$ cat config.mk
export PLATFORM = sky130hd
export DESIGN_NAME = de_fb_responder
export DESIGN_NICKNAME = d
export VERILOG_FILES = /design/src/rtl/de_fb_pkg.sv /design/src/rtl/de_fb_arbiter.sv /design/src/rtl/de_fb_responder.sv
export SDC_FILE = /design/constraint.sdc
export NUM_CORES = 1
export LEC_CHECK = 0
export ABC_AREA = 1
export CAP_MARGIN = 20
export CORE_AREA = 2 2 89 91
export CTS_CLUSTER_DIAMETER = 120
export DETAILED_ROUTE_END_ITERATION = 16
export DIE_AREA = 0 0 91 93
export DONT_BUFFER_PORTS = 1
export GPL_ROUTABILITY_DRIVEN = 0
export HOLD_SLACK_MARGIN = 0.06
export PLACE_DENSITY = 0.62
export SETUP_SLACK_MARGIN = 0.05
export SYNTH_ARGS = -nofsm -noshare
export SYNTH_HDL_FRONTEND = slang
export SYNTH_SLANG_ARGS = --single-unit
$ cat constraint.sdc
create_clock -name clk -period 5.1 [get_ports clk]
set_clock_uncertainty 0.05 [all_clocks]
set_input_delay 0 -clock clk [delete_from_list [all_inputs] [get_ports clk]]
set_output_delay 0 -clock clk [all_outputs]
set_load 0.1 [all_outputs]
$ cat src/rtl/de_fb_pkg.sv
// Shared types and widths for the drawing-engine framebuffer responder.
// Imported by the arbiter and the responder top.
package de_fb_pkg;

  localparam int DE_ADDR_W = 18;
  localparam int DE_DATA_W = 32;
  localparam int DE_LANES  = 4;

  typedef enum logic [2:0] {
    IDLE,
    DE_CAP,
    DE_ACK,
    VID_CAP,
    VID_ACK
  } state_e;

endpackage

$ cat src/rtl/de_fb_arbiter.sv
// Video/drawing-engine grant logic with a starvation counter
// that bounds how many video grants may pass a pending de request.
module de_fb_arbiter
  import de_fb_pkg::*;
#(
  parameter int STARVE_LIMIT = 4
) (
  input  logic clk,
  input  logic rst,
  input  logic en_i,
  input  logic de_req_i,
  input  logic vid_req_i,
  output logic gnt_de_o,
  output logic gnt_vid_o
);

  localparam int CW = $clog2(STARVE_LIMIT + 2);
  localparam logic [CW-1:0] LIM = CW'(STARVE_LIMIT);

  logic [CW-1:0] cnt_q;
  logic [CW-1:0] cnt_d;

  // Video wins unless de has already been passed over LIM times.
  always_comb begin
    gnt_vid_o = en_i && vid_req_i && (!de_req_i || (cnt_q < LIM));
    gnt_de_o  = en_i && de_req_i && !gnt_vid_o;
  end

  // Count video grants that overtake a waiting de request.
  always_comb begin
    cnt_d = cnt_q;
    if (!de_req_i || gnt_de_o) begin
      cnt_d = '0;
    end else if (gnt_vid_o && (cnt_q < LIM)) begin
      cnt_d = cnt_q + 1'b1;
    end
  end

  // Starvation counter register.
  always_ff @(posedge clk or posedge rst) begin
    if (rst) begin
      cnt_q <= '0;
    end else begin
      cnt_q <= cnt_d;
    end
  end

endmodule

$ cat src/rtl/de_fb_responder.sv
// Framebuffer SRAM responder serving a drawing-engine port and a
// video scan-out port. The SRAM command is issued from IDLE.
module de_fb_responder
  import de_fb_pkg::*;
#(
  parameter int STARVE_LIMIT = 4
) (
  input  logic                 clk,
  input  logic                 rst,
  input  logic                 de_req,
  output logic                 de_ack,
  input  logic [DE_ADDR_W-1:0] de_addr,
  input  logic [DE_LANES-1:0]  de_nbyte,
  input  logic                 de_rnw,
  input  logic [DE_DATA_W-1:0] de_w_data,
  output logic [DE_DATA_W-1:0] de_r_data,
  input  logic                 vid_req,
  input  logic [DE_ADDR_W-1:0] vid_addr,
  output logic                 vid_ack,
  output logic [DE_DATA_W-1:0] vid_data,
  output logic                 mem_cs,
  output logic                 mem_we,
  output logic [DE_LANES-1:0]  mem_be,
  output logic [DE_ADDR_W-1:0] mem_addr,
  output logic [DE_DATA_W-1:0] mem_wdata,
  input  logic [DE_DATA_W-1:0] mem_rdata
);

  state_e               state_q;
  logic                 de_ack_q;
  logic                 vid_ack_q;
  logic [DE_DATA_W-1:0] de_r_data_q;
  logic [DE_DATA_W-1:0] vid_data_q;
  logic                 arb_en;
  logic                 gnt_de;
  logic                 gnt_vid;

  assign arb_en = (state_q == IDLE) && !rst;

  de_fb_arbiter #(
    .STARVE_LIMIT(STARVE_LIMIT)
  ) u_arb (
    .clk      (clk),
    .rst      (rst),
    .en_i     (arb_en),
    .de_req_i (de_req),
    .vid_req_i(vid_req),
    .gnt_de_o (gnt_de),
    .gnt_vid_o(gnt_vid)
  );

  // SRAM command: only driven in the grant cycle, zero otherwise.
  always_comb begin
    mem_cs    = 1'b0;
    mem_we    = 1'b0;
    mem_be    = '0;
    mem_addr  = '0;
    mem_wdata = '0;
    if (gnt_vid) begin
      mem_cs   = 1'b1;
      mem_be   = '1;
      mem_addr = vid_addr;
    end else if (gnt_de) begin
      mem_addr = de_addr;
      if (de_rnw) begin
        mem_cs = 1'b1;
        mem_be = '1;
      end else begin
        mem_cs    = (de_nbyte != '1);
        mem_we    = 1'b1;
        mem_be    = ~de_nbyte;
        mem_wdata = de_w_data;
      end
    end
  end

  // Access sequencer: capture read data, pulse acks, back to IDLE.
  always_ff @(posedge clk or posedge rst) begin
    if (rst) begin
      state_q     <= IDLE;
      de_ack_q    <= 1'b0;
      vid_ack_q   <= 1'b0;
      de_r_data_q <= '0;
      vid_data_q  <= '0;
    end else begin
      de_ack_q  <= 1'b0;
      vid_ack_q <= 1'b0;
      unique case (state_q)
        IDLE: begin
          if (gnt_vid) begin
            state_q <= VID_CAP;
          end else if (gnt_de) begin
            if (de_rnw) begin
              state_q <= DE_CAP;
            end else begin
              state_q  <= DE_ACK;
              de_ack_q <= 1'b1;
            end
          end
        end
        DE_CAP: begin
          de_r_data_q <= mem_rdata;
          de_ack_q    <= 1'b1;
          state_q     <= DE_ACK;
        end
        DE_ACK: begin
          state_q <= IDLE;
        end
        VID_CAP: begin
          vid_data_q <= mem_rdata;
          vid_ack_q  <= 1'b1;
          state_q    <= VID_ACK;
        end
        VID_ACK: begin
          state_q <= IDLE;
        end
        default: begin
          state_q <= IDLE;
        end
      endcase
    end
  end

  assign de_ack    = de_ack_q;
  assign vid_ack   = vid_ack_q;
  assign de_r_data = de_r_data_q;
  assign vid_data  = vid_data_q;

endmodule
* Word level (Yosys, flattened, before mapping) *
Cells that the tools add are included.
W data, S select, Z words.

storage, ports and cells
  register bits = 72
  input port bits = 109
  output and inout bits = 122
  logic and storage cells = 48

operators by class
  add/subtract/negate cells = 1
  magnitude comparators = 1
  equality and inequality tests = 4
  mux-type cells = 22
  bitwise operators = 1
  reduce and logical (&&, ||, !) cells = 13

operators with widths
  operator               count
  $mux W32               3
  $mux W18               2
  $mux W3                4
  $mux W4                3
  $pmux W3 S3            1
  $mux W1                7
  $logic_and A1 B1 Y1    6
  $ne A4 B4 Y1 const B   1
  $not A4 Y4             1
  $add A3 B1 Y3 const B  1
  $eq A3 B1 Y1 const B   1
  $eq A3 B2 Y1 const B   1
  $logic_not A1 Y1       3
  $logic_not A3 Y1       1
  $lt A3 B3 Y1 const B   1
  $ne A3 B1 Y1 const B   1
  $logic_or A1 B1 Y1     2
  $mux W2                1
  $pmux W1 S2            1
  $reduce_bool A2 Y1     1

* Depth between registers and ports, before layout *
Gate-level depths: netlist of run 1.

  depth after elaboration = 9
  gate-level depth with buffers = 6
  depth with buffers taken out = 5

* Cells and area by module *
From an unflattened synthesis of run 1, not the netlist that was laid out.

unflattened totals
  cell total of the unflattened synthesis = 459
  area total of the unflattened synthesis = 3417.0 µm²

by module, submodules not included
  module           times used  cells each  area each (µm²)  seq. area each (µm²)
  de_fb_responder  1           435         3240.6           1726.7
  de_fb_arbiter    1           24          176.4            75.1

* Least setup slack after synthesis of run 1 *
OpenSTA, ideal clock, no wires.

  path type = input -> output
  start = input rst
  end = output mem_be[0]
  arrival = 4162 ps
  data required time = 5050 ps
  slack = 888 ps
  stages on the path = 5
  buffers on the path = 0
  cells stage by stage = inv_1 nand3_4 nor2_4 inv_1 o21ai_0

on the way
  word-level cells in the longest chain between the ends = 8
  elaborated cells between the ends (all ways) = 9
  those cells by class = mux: 2; reduce/logical: 7

ends and longest elaborated chain
  item                                 RTL line               source
  start, declared                      de_fb_responder.sv:9   input logic rst,
  $logic_not A1 Y1 (no source line) *  --
  $logic_and A1 B1 Y1 *                de_fb_responder.sv:38  assign arb_en = (state_q == IDLE) && !rst;
  $logic_and A1 B1 Y1 (2 in a row)     de_fb_arbiter.sv:25    gnt_vid_o = en_i && vid_req_i && (!de_req_i || (cnt_q < LIM));
  $logic_not A1 Y1                     de_fb_arbiter.sv:26    gnt_de_o = en_i && de_req_i && !gnt_vid_o;
  $logic_and A1 B1 Y1                  de_fb_arbiter.sv:26
  $mux W4                              de_fb_responder.sv:63  end else if (gnt_de) begin
  $mux W4 *                            de_fb_responder.sv:59  if (gnt_vid) begin
  end, declared                        de_fb_responder.sv:23  output logic [DE_LANES-1:0] mem_be,

Mark *: on every way between the ends. The rest lies on a longest branch, timed or not.

* Worst setup path after layout of run 1 *
  start = register state_q[2]
  end = output mem_wdata[18]

on the way
  word-level cells in the longest chain between the ends = 8
  elaborated cells between the ends (all ways) = 9
  those cells by class = mux: 2; reduce/logical: 7

ends and longest elaborated chain
  item                              RTL line               source
  start, declared                   de_fb_responder.sv:29  state_e state_q;
  start signal, assigned            de_fb_responder.sv:80  state_q <= IDLE;
  start signal, assigned            de_fb_responder.sv:91  state_q <= VID_CAP;
  start signal, assigned            de_fb_responder.sv:94  state_q <= DE_CAP;
  $logic_not A3 Y1 *                de_fb_responder.sv:38
  $logic_and A1 B1 Y1 *             de_fb_responder.sv:38
  $logic_and A1 B1 Y1 (2 in a row)  de_fb_arbiter.sv:25
  $logic_not A1 Y1                  de_fb_arbiter.sv:26
  $logic_and A1 B1 Y1               de_fb_arbiter.sv:26
  $mux W32                          de_fb_responder.sv:63
  $mux W32 *                        de_fb_responder.sv:59
  end, declared                     de_fb_responder.sv:25  output logic [DE_DATA_W-1:0] mem_wdata,

Marks and branches as above.

==> impl_metrics.toml, run 1 <==
[critical_path]
worstRegToRegCells = 5
startpoint_type = "flop"
cp.required_ns = 5.05
r2r_setup_slack_ns = 2.75
reg2reg_to = "u_arb.cnt_q[0]"
cp_max_fo = 34
end_kind = "output port"
r2r-start = "u_arb.cnt_q[2]"
criticalPathCategory = "flop to output port"
crit_arrival_ns = 3.02

[layout]
nets = 564
instances_no_fill = 561
syn_to_final_growth_pct = 18.1
antenna_cells = 0
final_area_um2 = 4010
drive_above_1_share = 0.137
n_fill_cell = 700

[die]
ioPinCount = 231
die_w_um = 91
start_util = 0.452
fp.dieArea_um2 = 8460
core_region_area_um2 = 7530
core.rowCount = 32
dieHeight_um = 93

[cts]
hold_buffers = 36
cts_root_buffer = "clkbuf_8"
post_cts.repair.setup_buffers = 0
htreeDepth = 3
cts_buffer_depth = 2
cts_tree = "built"
post_cts_resized = 0
clkSinkCount = 72
path_clk_slew_ns = 0.07
numCtsBuffers = 9
clock_latency_ns = 0.33

[synthesis]
ys_ff_latch = 72
synth.area.top_cells = "dfrtp_1 (53%), nand2_1 (12%), o21ai_0 (11%)"
yosys_warnings = 0
yosysTopAreaCellShare = 0.530
synth-seq-area-share = 0.530
synth.distinct_cells = 17
syn_nets = 537
synthesis.area_um2 = 3400
yosysTopAreaCell = "dfrtp_1"
syn_avg_cell_area_um2 = 7.96
syn_inst = 427

[timing]
relSlewSlack = 0.267
final-max-slew-violation-count = 0
hold-worst-slack_ns = 0.188
finalSetupTns_ns = 0
finalHoldViolCount = 0
finalSetupViolCount = 0
max_freq_mhz = 326
fin_crit_ns = 3.07
worstMarginPinSlew_ns = 1.10
finalCritPeriodShare = 0.602
rsz0062_at_grt = "no"

[placement]
place_area_um2 = 3460
hpwl_mm = 5.54
io_buffers = 0
placedCellCount = 508

[job]
drv_cap = 0

[route]
drtIter0Drc = 157
avgViaCountPerCell = 4.88
wl_mm = 8.20
ant_nets = 0
drc = 0
firstDrtPassIters = 4
via_count = 2738
wl_per_cell_um = 14.6

[global_route]
grtUsageTotal = 0.187
grt_pass1_wl_mm = 12.6
grt_max_degree = 73
overflow = 0
grt_pass1_vias = 2482
antenna_found_initial = 0

[outcome]
outcome = "finished, final reports clean"

[worst_hold_path]
whs_endpoint = "mem_wdata[31]"
holdPathStages = 2
min_path_type = "input pin to output port"
hold_start = "de_w_data[31]"
-- Yosys cell counts --
master and number:
inv_2 1, buf_2 8, nand4_1 1, inv_1 79, a21oi_1 3, nand3_1 20
nor2_4 2, dfrtp_1 72, ha_1 1, nand3_4 2, nor2_2 21, buf_6 3
clkbuf_1 9, nor2_1 21, nand2_1 110, buf_4 2, o21ai_0 72
-- sequential cells by signal (all words and copies together) (netlist names) --
name	count
vid_ack	1
u_arb.cnt_q	3
vid_data	32
de_ack	1
state_q	3
de_r_data	32
-- kinds of logic after synthesis --
logic type / Yosys count / share of synthesized area
buffers and inverters: 102 / 0.124
and+or+nand+nor: 177 / 0.232
AOI/OAI and AO/OA: 75 / 0.110
adders and majority gates: 1 / 0.00368
DFF: 72 / 0.530
-- metrics by stage --
stage | setup slack (ns) | utilization
2_1_floorplan | 0.888 | -
3_3_place_gp | 2.47 | 0.460
3_5_place_dp | 2.38 | 0.460
4_1_cts | 2.00 | 0.531
5_1_grt | 1.84 | 0.533
6_report | 2.03 | 0.533
-- cell usage in the layout (no fill, tap or decap) --
master / instances
nand2_1: 109
inv_1: 78
dfrtp_1: 72
o21ai_0: 67
dlygate4sd3_1: 36
nor2_2: 33
nand3_1: 20
nor2_1: 9
clkbuf_8: 9
o21ai_2: 5
a21oi_1: 3
clkinv_2: 3
clkinvlp_4: 3
nor2_4: 2
inv_2: 2
nand3_4: 2
nand2_2: 1
nand4_1: 1
ha_1: 1
inv_6: 1
buf_12: 1
buf_4: 1
-- worst max-delay path, cell delays in order (launching register included) --
cell	delay, ns
dfrtp_1	0.42
nor2_4	0.19
nand3_4	0.13
nor2_4	0.40
nand3_4	0.54
nor2_2	1.01
-- worst max path at each step --
stage | start | slack (ns) | cells after the start | to
2_1_floorplan | rst | 0.89 | 5 | mem_be[0]
3_3_place_gp | state_q[2] | 2.47 | 5 | mem_wdata[3]
3_5_place_dp | state_q[2] | 2.38 | 5 | mem_wdata[18]
4_1_cts | state_q[2] | 2.00 | 5 | mem_wdata[18]
5_1_grt | state_q[2] | 1.84 | 5 | mem_wdata[20]
6_report | state_q[2] | 2.03 | 5 | mem_wdata[18]
-- layout make-up --
cell class                 count  area (µm²)  share of cell area
clock buffer                   9         124              0.0309
clock inverter                 7        46.3              0.0115
inverter                      80         300              0.0748
multi-input combinational    253        1230               0.305
sequential                    72        1800               0.449
tap                          102         128              0.0318
timing repair buffer          38         388              0.0966
-- per-layer routing --
| layer | global-route usage | part of all wire | vias to the layer above |
|---|---|---|---|
| met2 | 0.291 | 0.48 | 120 |
| met1 | 0.243 | 0.42 | 1263 |
| met4 | 0.0795 | 0.018 | 0 |
| li1 | - | - | 1342 |
| met5 | 0 | 0 | - |
| met3 | 0.0556 | 0.080 | 13 |
Power of run 1 is left out: the tool's default activity adds up to more than one toggle a clock period on the data nets, which glitch-free logic cannot reach.
==> inputs of run 2 (changes only) <==
==> constraint.sdc (replaced) <==
create_clock -name clk -period 2.9 [get_ports clk]
set_clock_uncertainty 0.05 [all_clocks]
set_input_delay 0 -clock clk [delete_from_list [all_inputs] [get_ports clk]]
set_output_delay 0 -clock clk [all_outputs]
set_load 0.1 [all_outputs]
==> run 2 against run 1 <==
  * Non-clock buffer count up 121
  * Register-to-register slack worse by 1.9 ns
  * Design area up 24%
  * Global-route usage up 3.6 points
  * Final cell count up 22%
  * Sequential share of layout area down 8.7 points
  * Worst hold slack better by 0.059 ns
  * Critical path depth up 1
  * Core utilization up 13 points
  * Critical endpoint is now mem_wdata[7]
  * Highest routed layer unchanged
==> impl_metrics.toml, run 2 (same netlist as run 1, synthesis figures left out) <==
[cts]
htreeDepth = 3
clock_latency_ns = 0.32
post_cts.repair.setup_buffers = 0
clkSinkCount = 72
path_clk_slew_ns = 0.07
numCtsBuffers = 9
cts_root_buffer = "clkbuf_8"
cts_tree = "built"
cts_buffer_depth = 2
post_cts_resized = 0

[critical_path]
reg2reg_to = "de_ack"
cp.required_ns = 2.85
r2r-start = "state_q[2]"
criticalPathCategory = "flop to output port"
end_kind = "output port"
crit_arrival_ns = 2.65
r2r_setup_slack_ns = 0.84
cp_max_fo = 23
worstRegToRegCells = 5
startpoint_type = "flop"

[timing]
fin_crit_ns = 2.70
finalSetupViolCount = 0
finalHoldViolCount = 0
relSlewSlack = 0.380
worstMarginPinSlew_ns = 0.930
final-max-slew-violation-count = 0
finalCritPeriodShare = 0.930
max_freq_mhz = 371
rsz0062_at_grt = "no"
finalSetupTns_ns = 0

[global_route]
grt_pass1_vias = 3116
overflow = 0
grt_max_degree = 73
antenna_found_initial = 1
grt_pass1_wl_mm = 15.2
grtUsageTotal = 0.223

[layout]
final_cell_mix = "buf_4 (123), nand2_1 (109), inv_1 (78)"
syn_to_final_growth_pct = 46.6
n_fill_cell = 619
layout_commonest_cell = "buf_4"
nets = 686
drive_above_1_share = 0.320

[worst_hold_path]
min_path_type = "input pin to output port"
hold_start = "de_w_data[12]"
holdPathStages = 3
whs_endpoint = "mem_wdata[12]"

[job]
drv_cap = 0

[route]
ant_nets = 0
via_count = 3253
wl_per_cell_um = 14.5
avgViaCountPerCell = 4.76
drtIter0Drc = 157
wl_mm = 9.91
firstDrtPassIters = 4
drc = 0

[die]
fp.dieArea_um2 = 8460
start_util = 0.452
ioPinCount = 231
dieHeight_um = 93
core_region_area_um2 = 7530
die_w_um = 91
core.rowCount = 32

[placement]
hpwl_mm = 6.64
io_buffers = 0

[outcome]
outcome = "finished, final reports clean"
-- run 2: cell types whose count changed in the layout (fill, tap and decap cells not counted), sizes merged --
cell	before	now
clkbuf	9	12
diode	0	1
inv	81	79
dlygate4sd3	36	35
bufinv	0	1
clkinvlp	3	2
nand3	22	23
buf	2	124
clkinv	3	2
-- run 2: how the worst max path moves through the flow --
stage | startpoint | end | slack (ns) | cells after the start
final | state_q[2] | mem_wdata[7] | 0.20 | 6
after global routing | state_q[2] | mem_wdata[1] | 0.06 | 6
after CTS | state_q[2] | mem_wdata[6] | 0.22 | 6
after detailed placement | state_q[2] | mem_wdata[6] | 0.60 | 6
after global placement | state_q[2] | mem_wdata[2] | 0.71 | 6
after floorplan | rst | mem_wdata[1] | 0.19 | 6
-- run 2: timing repair --
action / CTS / global route
hold endpoints to repair: 141 / 0
endpoints found under the setup margin: 0 / 3
hold buffers: 35 / 0
-- run 2: final cells by class --
type | instances | area [µm²] | share of cell area
multi-input cells | 254 | 1240 | 0.248
repair buffers | 159 | 1290 | 0.260
diodes | 1 | 2.50 | 0.000502
well taps | 102 | 128 | 0.0256
flip-flops and latches | 72 | 1800 | 0.362
clock buffers | 12 | 165 | 0.0331
clock inverters | 4 | 51.3 | 0.0103
inverters | 80 | 304 | 0.0610
-- run 2: worst max-delay path: stages, from the launching register on --
cell     delay, ns
dfrtp_1       0.42
nor2_4        0.19
nand3_4       0.13
nor2_4        0.46
nand3_2       0.58
nor2_2        0.23
buf_4         0.31
-- run 2: metal layers --
layer  vias to the layer above  track usage  routed length [µm]
met4                         0       0.0682                 112
li1                       1593            -                   -
met5                         -            0                   0
met1                      1507        0.284                4080
met3                        10       0.0540                 683
met2                       143        0.378                5030
-- run 2: through the flow --
step                      cell area [µm²]   util  hold slack (ns)  std cells  worst slack, ns
after floorplan                      3400      -           0.0826        427            0.185
after global placement               4380  0.582           0.0937        630            0.709
after detailed placement             4380  0.582            0.106        630            0.598
after CTS                            4950  0.658            0.229        681            0.223
after global routing                 4980  0.662            0.256        684           0.0570
final                                4980  0.662            0.247        684            0.202
Power of run 2 is left out for the same reason.
==> inputs of run 3 (changes only) <==
--- a/config.mk
+++ b/config.mk
@@ -14,7 +14,6 @@
 export DONT_BUFFER_PORTS = 1
 export GPL_ROUTABILITY_DRIVEN = 0
 export HOLD_SLACK_MARGIN = 0.06
-export PLACE_DENSITY = 0.62
 export SETUP_SLACK_MARGIN = 0.05
 export SYNTH_ARGS = -nofsm -noshare
 export SYNTH_HDL_FRONTEND = slang
==> run 3 against run 2 <==
  * Design area up 0.23%
  * Fmax grew 6.2%
  * Non-clock buffer count up 2
  * Via count down 1.0%
==> impl_metrics.toml, run 3 (same netlist as run 1, synthesis figures left out) <==
[critical_path]
cp_cell_sequence = "nand2_1, nand2_1, inv_1, o21ai_0, dlygate4sd3_1, a21oi_1, dlygate4sd3_1"
cp.required_ns = 3.07
critical_path.slowest_cell = "dlygate4sd3_1"
crit_end = "u_arb.cnt_q[2]"
critPathTopFamily = "buffers and inverters"
r2r_setup_slack_ns = 0.36
reg2reg_to = "u_arb.cnt_q[2]"
cp_max_fo = 22
cpPeakStageDelay_ns = 0.57
worstRegToRegCells = 7
crit_arrival_ns = 2.71
startpoint_type = "flop"
end_kind = "flop"
path_buf_inv = 3
timing.critical_path.from = "u_arb.cnt_q[2]"
r2r-start = "u_arb.cnt_q[2]"
crit_cells = 7
criticalPathCategory = "flop to flop"

[global_route]
grtUsageTotal = 0.228
grt_max_degree = 73
antenna_found_initial = 0
grt_pass1_vias = 3152
overflow = 0
grt_pass1_wl_mm = 15.3

[die]
core.rowCount = 32
die_w_um = 91
fp.dieArea_um2 = 8460
start_util = 0.452
ioPinCount = 231
core_region_area_um2 = 7530
dieHeight_um = 93

[cts]
path_clk_slew_ns = 0.07
post_cts_resized = 0
cts_root_buffer = "clkbuf_8"
cts_tree = "built"
cts_buffer_depth = 2
clkSinkCount = 72
numCtsBuffers = 9
hold_buffers = 37
post_cts.repair.setup_buffers = 0
clock_latency_ns = 0.33
htreeDepth = 3

[timing]
rsz0062_at_grt = "no"
hold-worst-slack_ns = 0.246
finalSetupViolCount = 0
finalHoldViolCount = 0
fin_crit_ns = 2.54
max_freq_mhz = 394
relSlewSlack = 0.386
finalSetupTns_ns = 0
finalCritPeriodShare = 0.876
worstMarginPinSlew_ns = 0.921
final-max-slew-violation-count = 0

[placement]
place_area_um2 = 4380
hpwl_mm = 6.83
io_buffers = 0

[route]
avgViaCountPerCell = 4.71
wl_per_cell_um = 14.3
wl_mm = 9.82
drc = 0
via_count = 3219
firstDrtPassIters = 4
ant_nets = 0
drtIter0Drc = 140

[layout]
layout_commonest_cell = "buf_4"
drive_above_1_share = 0.316
multi_input_area_um2 = 1230
final_cell_mix = "buf_4 (123), nand2_1 (109), inv_1 (78)"
final_area_um2 = 4990
nets = 687
n_fill_cell = 625
register_area_um2 = 1800
syn_to_final_growth_pct = 46.9
antenna_cells = 0

[worst_hold_path]
min_path_type = "input pin to output port"

[outcome]
outcome = "finished, final reports clean"

[job]
drv_cap = 0
[run 3: cell type report]
cell class	instances	area share
flip-flops and latches	72	0.361
repair buffers	161	0.263
multi-input cells	253	0.246
inverters	80	0.0609
clock buffers	10	0.0256
well taps	102	0.0256
clock inverters	6	0.0185
[run 3: metal layers]
metal	track usage	vias to the layer above	share of wire
li1	-	1592	-
met1	0.284	1480	0.41
met2	0.388	139	0.50
met3	0.0709	8	0.080
met4	0.0568	0	0.0078
met5	0	-	0
[run 3: worst min-delay path by stage]
stage / endpoint / depth (start not counted) / from
final: mem_wdata[23] / 3 / de_w_data[23]
after CTS: mem_wdata[23] / 3 / de_w_data[23]
after global placement: u_arb.cnt_q[2] / 2 / de_req
after detailed placement: u_arb.cnt_q[2] / 2 / de_req
after floorplan: u_arb.cnt_q[0] / 2 / de_req
after global routing: mem_wdata[19] / 3 / de_w_data[19]
[run 3: per-stage QoR]
stage,setup slack [ns],util,instances
floorplan,0.185,-,427
global placement,0.898,0.582,630
detailed placement,0.839,0.582,630
CTS,0.420,0.661,683
global route,0.136,0.663,684
finish,0.361,0.663,684
[run 3: tightest hold or removal path, stage by stage]
cell	delay [ns]
inv_1	0.04
nor2_2	0.03
buf_4	0.22
Power of run 3 is left out for the same reason.
